<file path="src/rtl/addsub_seq.sv">
// addsub_seq: multi-cycle two's-complement adder/subtractor with Y86
// condition codes (cf[0] ZF, cf[1] SF, cf[2] OF). The WIDTH-bit result is
// built one CHUNK-bit slice per cycle, LSB first, with the carry held in a
// register between slices. Operands arrive via valid/ready and the result
// is held until the consumer accepts it.
// Optional feature: define ADDSUB_SUB_EN to build the subtract path; when
// it is undefined the sub input is ignored and every operation is a + b.
`timescale 1ns/1ps

module addsub_seq #(
  parameter int WIDTH = 64,
  parameter int CHUNK = 16
) (
  input  logic             clk,
  input  logic             rst,
  input  logic             in_valid,
  output logic             in_ready,
  input  logic [WIDTH-1:0] a,
  input  logic [WIDTH-1:0] b,
  input  logic             sub,
  output logic             out_valid,
  input  logic             out_ready,
  output logic [WIDTH-1:0] out,
  output logic [2:0]       cf
);

  localparam int N     = WIDTH / CHUNK;
  localparam int IDX_W = (N > 1) ? $clog2(N) : 1;
  localparam logic [IDX_W-1:0] LAST_IDX = IDX_W'(N - 1);

  typedef enum logic [1:0] {
    IDLE,
    RUN,
    DONE
  } state_t;

  state_t           state_q;
  logic [WIDTH-1:0] a_q;
  logic [WIDTH-1:0] b_q;
  logic [WIDTH-1:0] out_q;
  logic             carry_q;
  logic [IDX_W-1:0] idx_q;
  logic             zacc_q;
  logic [2:0]       cf_q;
  logic             in_ready_q;
  logic             out_valid_q;

  logic             subEff;
  logic [WIDTH-1:0] bOperand;

  int               sliceBase;
  logic [CHUNK-1:0] sliceA;
  logic [CHUNK-1:0] sliceB;
  logic [CHUNK:0]   sliceSumW;
  logic [CHUNK-1:0] sliceSum;
  logic             sliceZero;
  logic             msbCarryIn;
  logic             lastSlice;
  logic             carry_d;
  logic             zacc_d;
  logic [2:0]       cf_d;

`ifdef ADDSUB_SUB_EN
  assign subEff = sub;
`else
  logic unusedSub;
  assign unusedSub = sub;
  assign subEff    = 1'b0;
`endif

  // Subtraction is a + ~b + 1: invert b here, the +1 enters as carry-in.
  assign bOperand = subEff ? ~b : b;

  // Slice adder for the current index plus the flag terms of the top slice.
  always_comb begin
    sliceBase  = int'(idx_q) * CHUNK;
    sliceA     = a_q[sliceBase +: CHUNK];
    sliceB     = b_q[sliceBase +: CHUNK];
    sliceSumW  = {1'b0, sliceA} + {1'b0, sliceB} + (CHUNK+1)'(carry_q);
    sliceSum   = sliceSumW[CHUNK-1:0];
    carry_d    = sliceSumW[CHUNK];
    sliceZero  = (sliceSum == '0);
    zacc_d     = zacc_q & sliceZero;
    msbCarryIn = sliceA[CHUNK-1] ^ sliceB[CHUNK-1] ^ sliceSum[CHUNK-1];
    lastSlice  = (idx_q == LAST_IDX);
    cf_d       = {msbCarryIn ^ carry_d, sliceSum[CHUNK-1], zacc_d};
  end

  // Control FSM with operand capture, slice accumulation and registered outputs.
  always_ff @(posedge clk) begin
    if (rst) begin
      state_q     <= IDLE;
      a_q         <= '0;
      b_q         <= '0;
      out_q       <= '0;
      carry_q     <= 1'b0;
      idx_q       <= '0;
      zacc_q      <= 1'b0;
      cf_q        <= 3'b000;
      in_ready_q  <= 1'b1;
      out_valid_q <= 1'b0;
    end else begin
      case (state_q)
        IDLE: begin
          if (in_valid) begin
            a_q        <= a;
            b_q        <= bOperand;
            carry_q    <= subEff;
            idx_q      <= '0;
            zacc_q     <= 1'b1;
            in_ready_q <= 1'b0;
            state_q    <= RUN;
          end
        end
        RUN: begin
          out_q[sliceBase +: CHUNK] <= sliceSum;
          carry_q <= carry_d;
          zacc_q  <= zacc_d;
          if (lastSlice) begin
            idx_q       <= '0;
            cf_q        <= cf_d;
            out_valid_q <= 1'b1;
            state_q     <= DONE;
          end else begin
            idx_q <= idx_q + IDX_W'(1);
          end
        end
        DONE: begin
          if (out_ready) begin
            out_valid_q <= 1'b0;
            in_ready_q  <= 1'b1;
            state_q     <= IDLE;
          end
        end
        default: begin
          out_valid_q <= 1'b0;
          in_ready_q  <= 1'b1;
          state_q     <= IDLE;
        end
      endcase
    end
  end

  assign in_ready  = in_ready_q;
  assign out_valid = out_valid_q;
  assign out       = out_q;
  assign cf        = cf_q;

endmodule
</file>
<file path="config.mk">
export PLATFORM = sky130hd
export DESIGN_NAME = addsub_seq
export DESIGN_NICKNAME = d
export VERILOG_FILES = /design/src/rtl/addsub_seq.sv
export SDC_FILE = /design/constraint.sdc
export NUM_CORES = 1
export LEC_CHECK = 0
export BUFFER_PORTS_ARGS = -buffer_cell sky130_fd_sc_hd__buf_2
export CORE_ASPECT_RATIO = 0.8
export CORE_MARGIN = 1
export CORE_UTILIZATION = 49
export CTS_CLUSTER_SIZE = 16
export DETAILED_ROUTE_END_ITERATION = 8
export PLACE_DENSITY = 0.77
export SLEW_MARGIN = 10
export SYNTH_ARGS = -nofsm -noshare
export SYNTH_HDL_FRONTEND = slang
export SYNTH_SLANG_ARGS = --single-unit
</file>
<file path="constraint.sdc">
create_clock -name clk -period 3.65 [get_ports clk]
set_input_delay 0.5475 -clock clk [delete_from_list [all_inputs] [get_ports clk]]
set_output_delay 0.5475 -clock clk [all_outputs]
set_load 0.02 [all_outputs]
</file>
==> flow_metrics.py <==
metrics = {
    "sta": {
        "tightest_slew_ps": 894.5,
        "fin_hold_ws_ps": 291.9,
        "period_share_pct": 96.96,
        "relSlewSlack_pct": 40.36,
        "setup_viol": 0,
        "fin_skew_ps": 5.256,
        "max_freq_mhz": 282.6,
        "maxSlewViolCount": 0,
        "finalHoldViolCount": 0,
        "fin_crit_ps": 3539,
    },
    "grt": {
        "overflow": 0,
        "grt_pass1_vias": 6890,
        "met3_usage_pct": 3.571,
        "antenna_found_initial": 0,
        "grt_use_met2_pct": 38.45,
        "met1_usage_pct": 36.35,
        "grt_pass1_wl_mm": 35.41,
        "track_usage_pct": 24.61,
        "grt_start_max_net_pins": 118,
        "grt-busiest-layer": "met2",
    },
    "floorplanning": {
        "fp.dieW_um": 151.0,
        "ioPinCount": 202,
        "die_h_um": 121.2,
        "start_util_pct": 50.11,
        "dieArea_mm2": 0.01831,
        "row_count": 43,
        "coreArea_mm2": 0.01738,
    },
    "critical_path": {
        "reg2reg_to": "cf[0]",
        "worst-setup-path-type": "reg -> reg",
        "r2r_slack_ps": 110,
        "cp-start-kind": "flop",
        "crit_required_ps": 4050,
        "arrival_ps": 3940,
        "r2r-start": "idx_q[1]",
        "path_max_fanout": 5,
        "end_kind": "flop",
        "rr_worst_depth": 9,
    },
    "route": {
        "drc_errors": 0,
        "drt_pre_antenna_iters": 5,
        "vias": 7897,
        "viasPerCell": 5.577,
        "finalWirelength_mm": 22.78,
        "drt-wirelength-per-cell_um": 16.08,
        "postRouteAntennaNets": 0,
        "drt-initial-drc-count": 623,
    },
    "logic_synthesis": {
        "synth_edf_count": 0,
        "async_flop_share_pct": 0,
        "synth_flop_cell": "dfxtp_1",
        "synth_top_area_share_pct": 46.67,
        "yosys_warnings": 0,
        "syn_nets": 1160,
        "avgSynthCellArea_um2": 8.674,
        "syn_inst": 1004,
        "yosys-top-cells-area": "dfxtp_1 47%, nand2_1 12%, a21oi_1 8.4%",
        "synth_seq_cells": 203,
        "synth.distinct_cells": 57,
        "synth_area_mm2": 0.008708,
        "synth_top_area_cell": "dfxtp_1",
        "seq_area_frac_synth_pct": 46.67,
    },
    "cells_and_area": {
        "nets": 1334,
        "final_util_pct": 61.43,
        "antenna_cells": 0,
        "area_growth_syn_to_layout_pct": 22.59,
        "drive_gt1_share_pct": 25.52,
    },
    "place": {
        "dpl.hpwl_mm": 15.77,
        "port-buffer-count": 200,
        "place_congestion": 0.9029,
    },
    "power_and_ir_drop": {
        "p_clk_share_pct": 39.5,
        "leakagePower_nw": 4.464,
        "pwr-share-comb_pct": 14.5,
        "p_sw_share_pct": 26.01,
        "internal_power_w": 0.003804,
        "power_density_mw_per_mm2": 481.6,
        "max-vdd-ir-drop_v": 0.0003272,
        "switchingPower_w": 0.001337,
        "pwr-share-seq_pct": 46.0,
    },
    "clock_network": {
        "h-tree-depth": 1,
        "ctsHoldBuffers": 0,
        "cts_buffers": 20,
        "clock-sinks": 203,
        "cts_buffer_depth": 3,
        "insertion_delay_ps": 490,
        "cts_tree": "built",
        "clk_pin_slew_ps": 60,
        "cts_root_buffer": "clkbuf_16",
    },
    "min_path": {
        "hold_path_class": "in -> reg",
        "whs_endpoint": "b_q[22]",
        "holdPathStages": 3,
        "hp-start": "b[22]",
    },
    "run": {
        "max-cap-violations": 0,
    },
    "outcome": {
        "status": "completed",
    },
}
## per-layer routing
layer  wire, um  part of all wire, %
met1      10360                   45
met2      10280                   45
met3       1850                  8.1
met4        291                  1.3
met5          0                    0
## cell usage in the layout, fill, tap and decap left out, types with 5 or more instances in the layout
cell	count
nand2_1	271
dfxtp_1	201
buf_2	199
a21oi_1	146
nor2_1	76
a22oi_1	64
mux4_2	32
clkbuf_16	22
ha_1	21
buf_4	16
inv_1	15
nand3_1	10
clkbuf_8	7
nand2b_1	6
nor2b_1	5
o21ai_0	5
## final cells by class
type	instances	area, um2
Clock buffer	32	636.9
Clock inverter	3	15.01
Fill cell	1501	6703
Inverter	15	56.30
Multi-Input combinational cell	715	4355
Sequential cell	203	4071
Tap cell	225	281.5
Timing Repair Buffer	223	1259
## synthesized netlist by cell type (6+ instances only)
master,count
nand2b_1,6
dfxtp_1,203
mux4_2,32
ha_1,21
clkbuf_1,62
nand2_1,271
a22oi_1,65
a21oi_1,146
nand3_1,10
nor2_1,77
inv_1,15
## sequential cells by signal, indices dropped and copies added, names as in the netlist, 2 cells and up
signal	flops
a_q	64
b_q	64
cf	3
idx_q	2
out	64
state_q	2
## what timing repair did
| item | 4_1_cts | 5_1_grt |
|---|---|---|
| setup buffers | 0 | 0 |
| endpoints found under the hold margin | 0 | 0 |
| setup endpoints to repair | 0 | 12 |
| gates resized for setup | 0 | 8 |
## power groups by stage
stage	sequential [W]	clock, W	combinational [W]
floorplan	0.00241	0	0.000469
global placement	0.00241	0	0.000717
detailed placement	0.00242	0	0.000727
CTS	0.00237	0.00205	0.000732
global route	0.00238	0.00215	0.000816
finish	0.00237	0.00203	0.000745
## kinds of logic (layout without fill, tap and decap cells)
logic type                 Yosys count  count (layout)  synth area share [%]
adders and majority gates           23              23                 3.477
DFF                                203             203                 46.67
AOI/OAI and AO/OA                  253             253                 17.80
and+or+nand+nor                    398             398                 19.02
buffers and inverters               86             273                 3.836
muxes                               33              33                 8.391
xor gates and xnor gates             8               8                0.8045
## how the worst max path moves through the flow
stage               startpoint  endpoint  slack [ps]
global route          idx_q[1]     cf[0]         -50
CTS                   idx_q[0]     cf[1]          60
finish                idx_q[1]     cf[0]         110
floorplan             idx_q[0]     cf[1]          50
detailed placement    idx_q[0]     cf[1]          90
global placement      idx_q[0]     cf[1]         140
## critical path, cell delays in order, from the launching register on
cell       delay (ps)
dfxtp_4           410
mux4_2            530
fa_1              450
a21oi_1           250
o2111ai_1         310
a211o_1           380
a2111o_1          440
nor4_2            270
nand4bb_1         200
o31ai_2           210
## per-stage QoR
| stage | worst slack (ps) | setup TNS, ps | cells | total power [W] | cell area [um2] |
|---|---|---|---|---|---|
| detailed placement | 88.83 | 0 | 1380 | 0.003142 | 9961 |
| floorplan | 49.48 | 0 | 1004 | 0.002879 | 8722 |
| global placement | 142.3 | 0 | 1380 | 0.003128 | 9961 |
| CTS | 60.28 | 0 | 1415 | 0.005148 | 10610 |
| finish | 110.8 | 0 | 1416 | 0.005141 | 10680 |
| global route | -45.03 | -114.4 | 1416 | 0.005343 | 10680 |
Note: power is estimated with default switching activity, not from simulation.
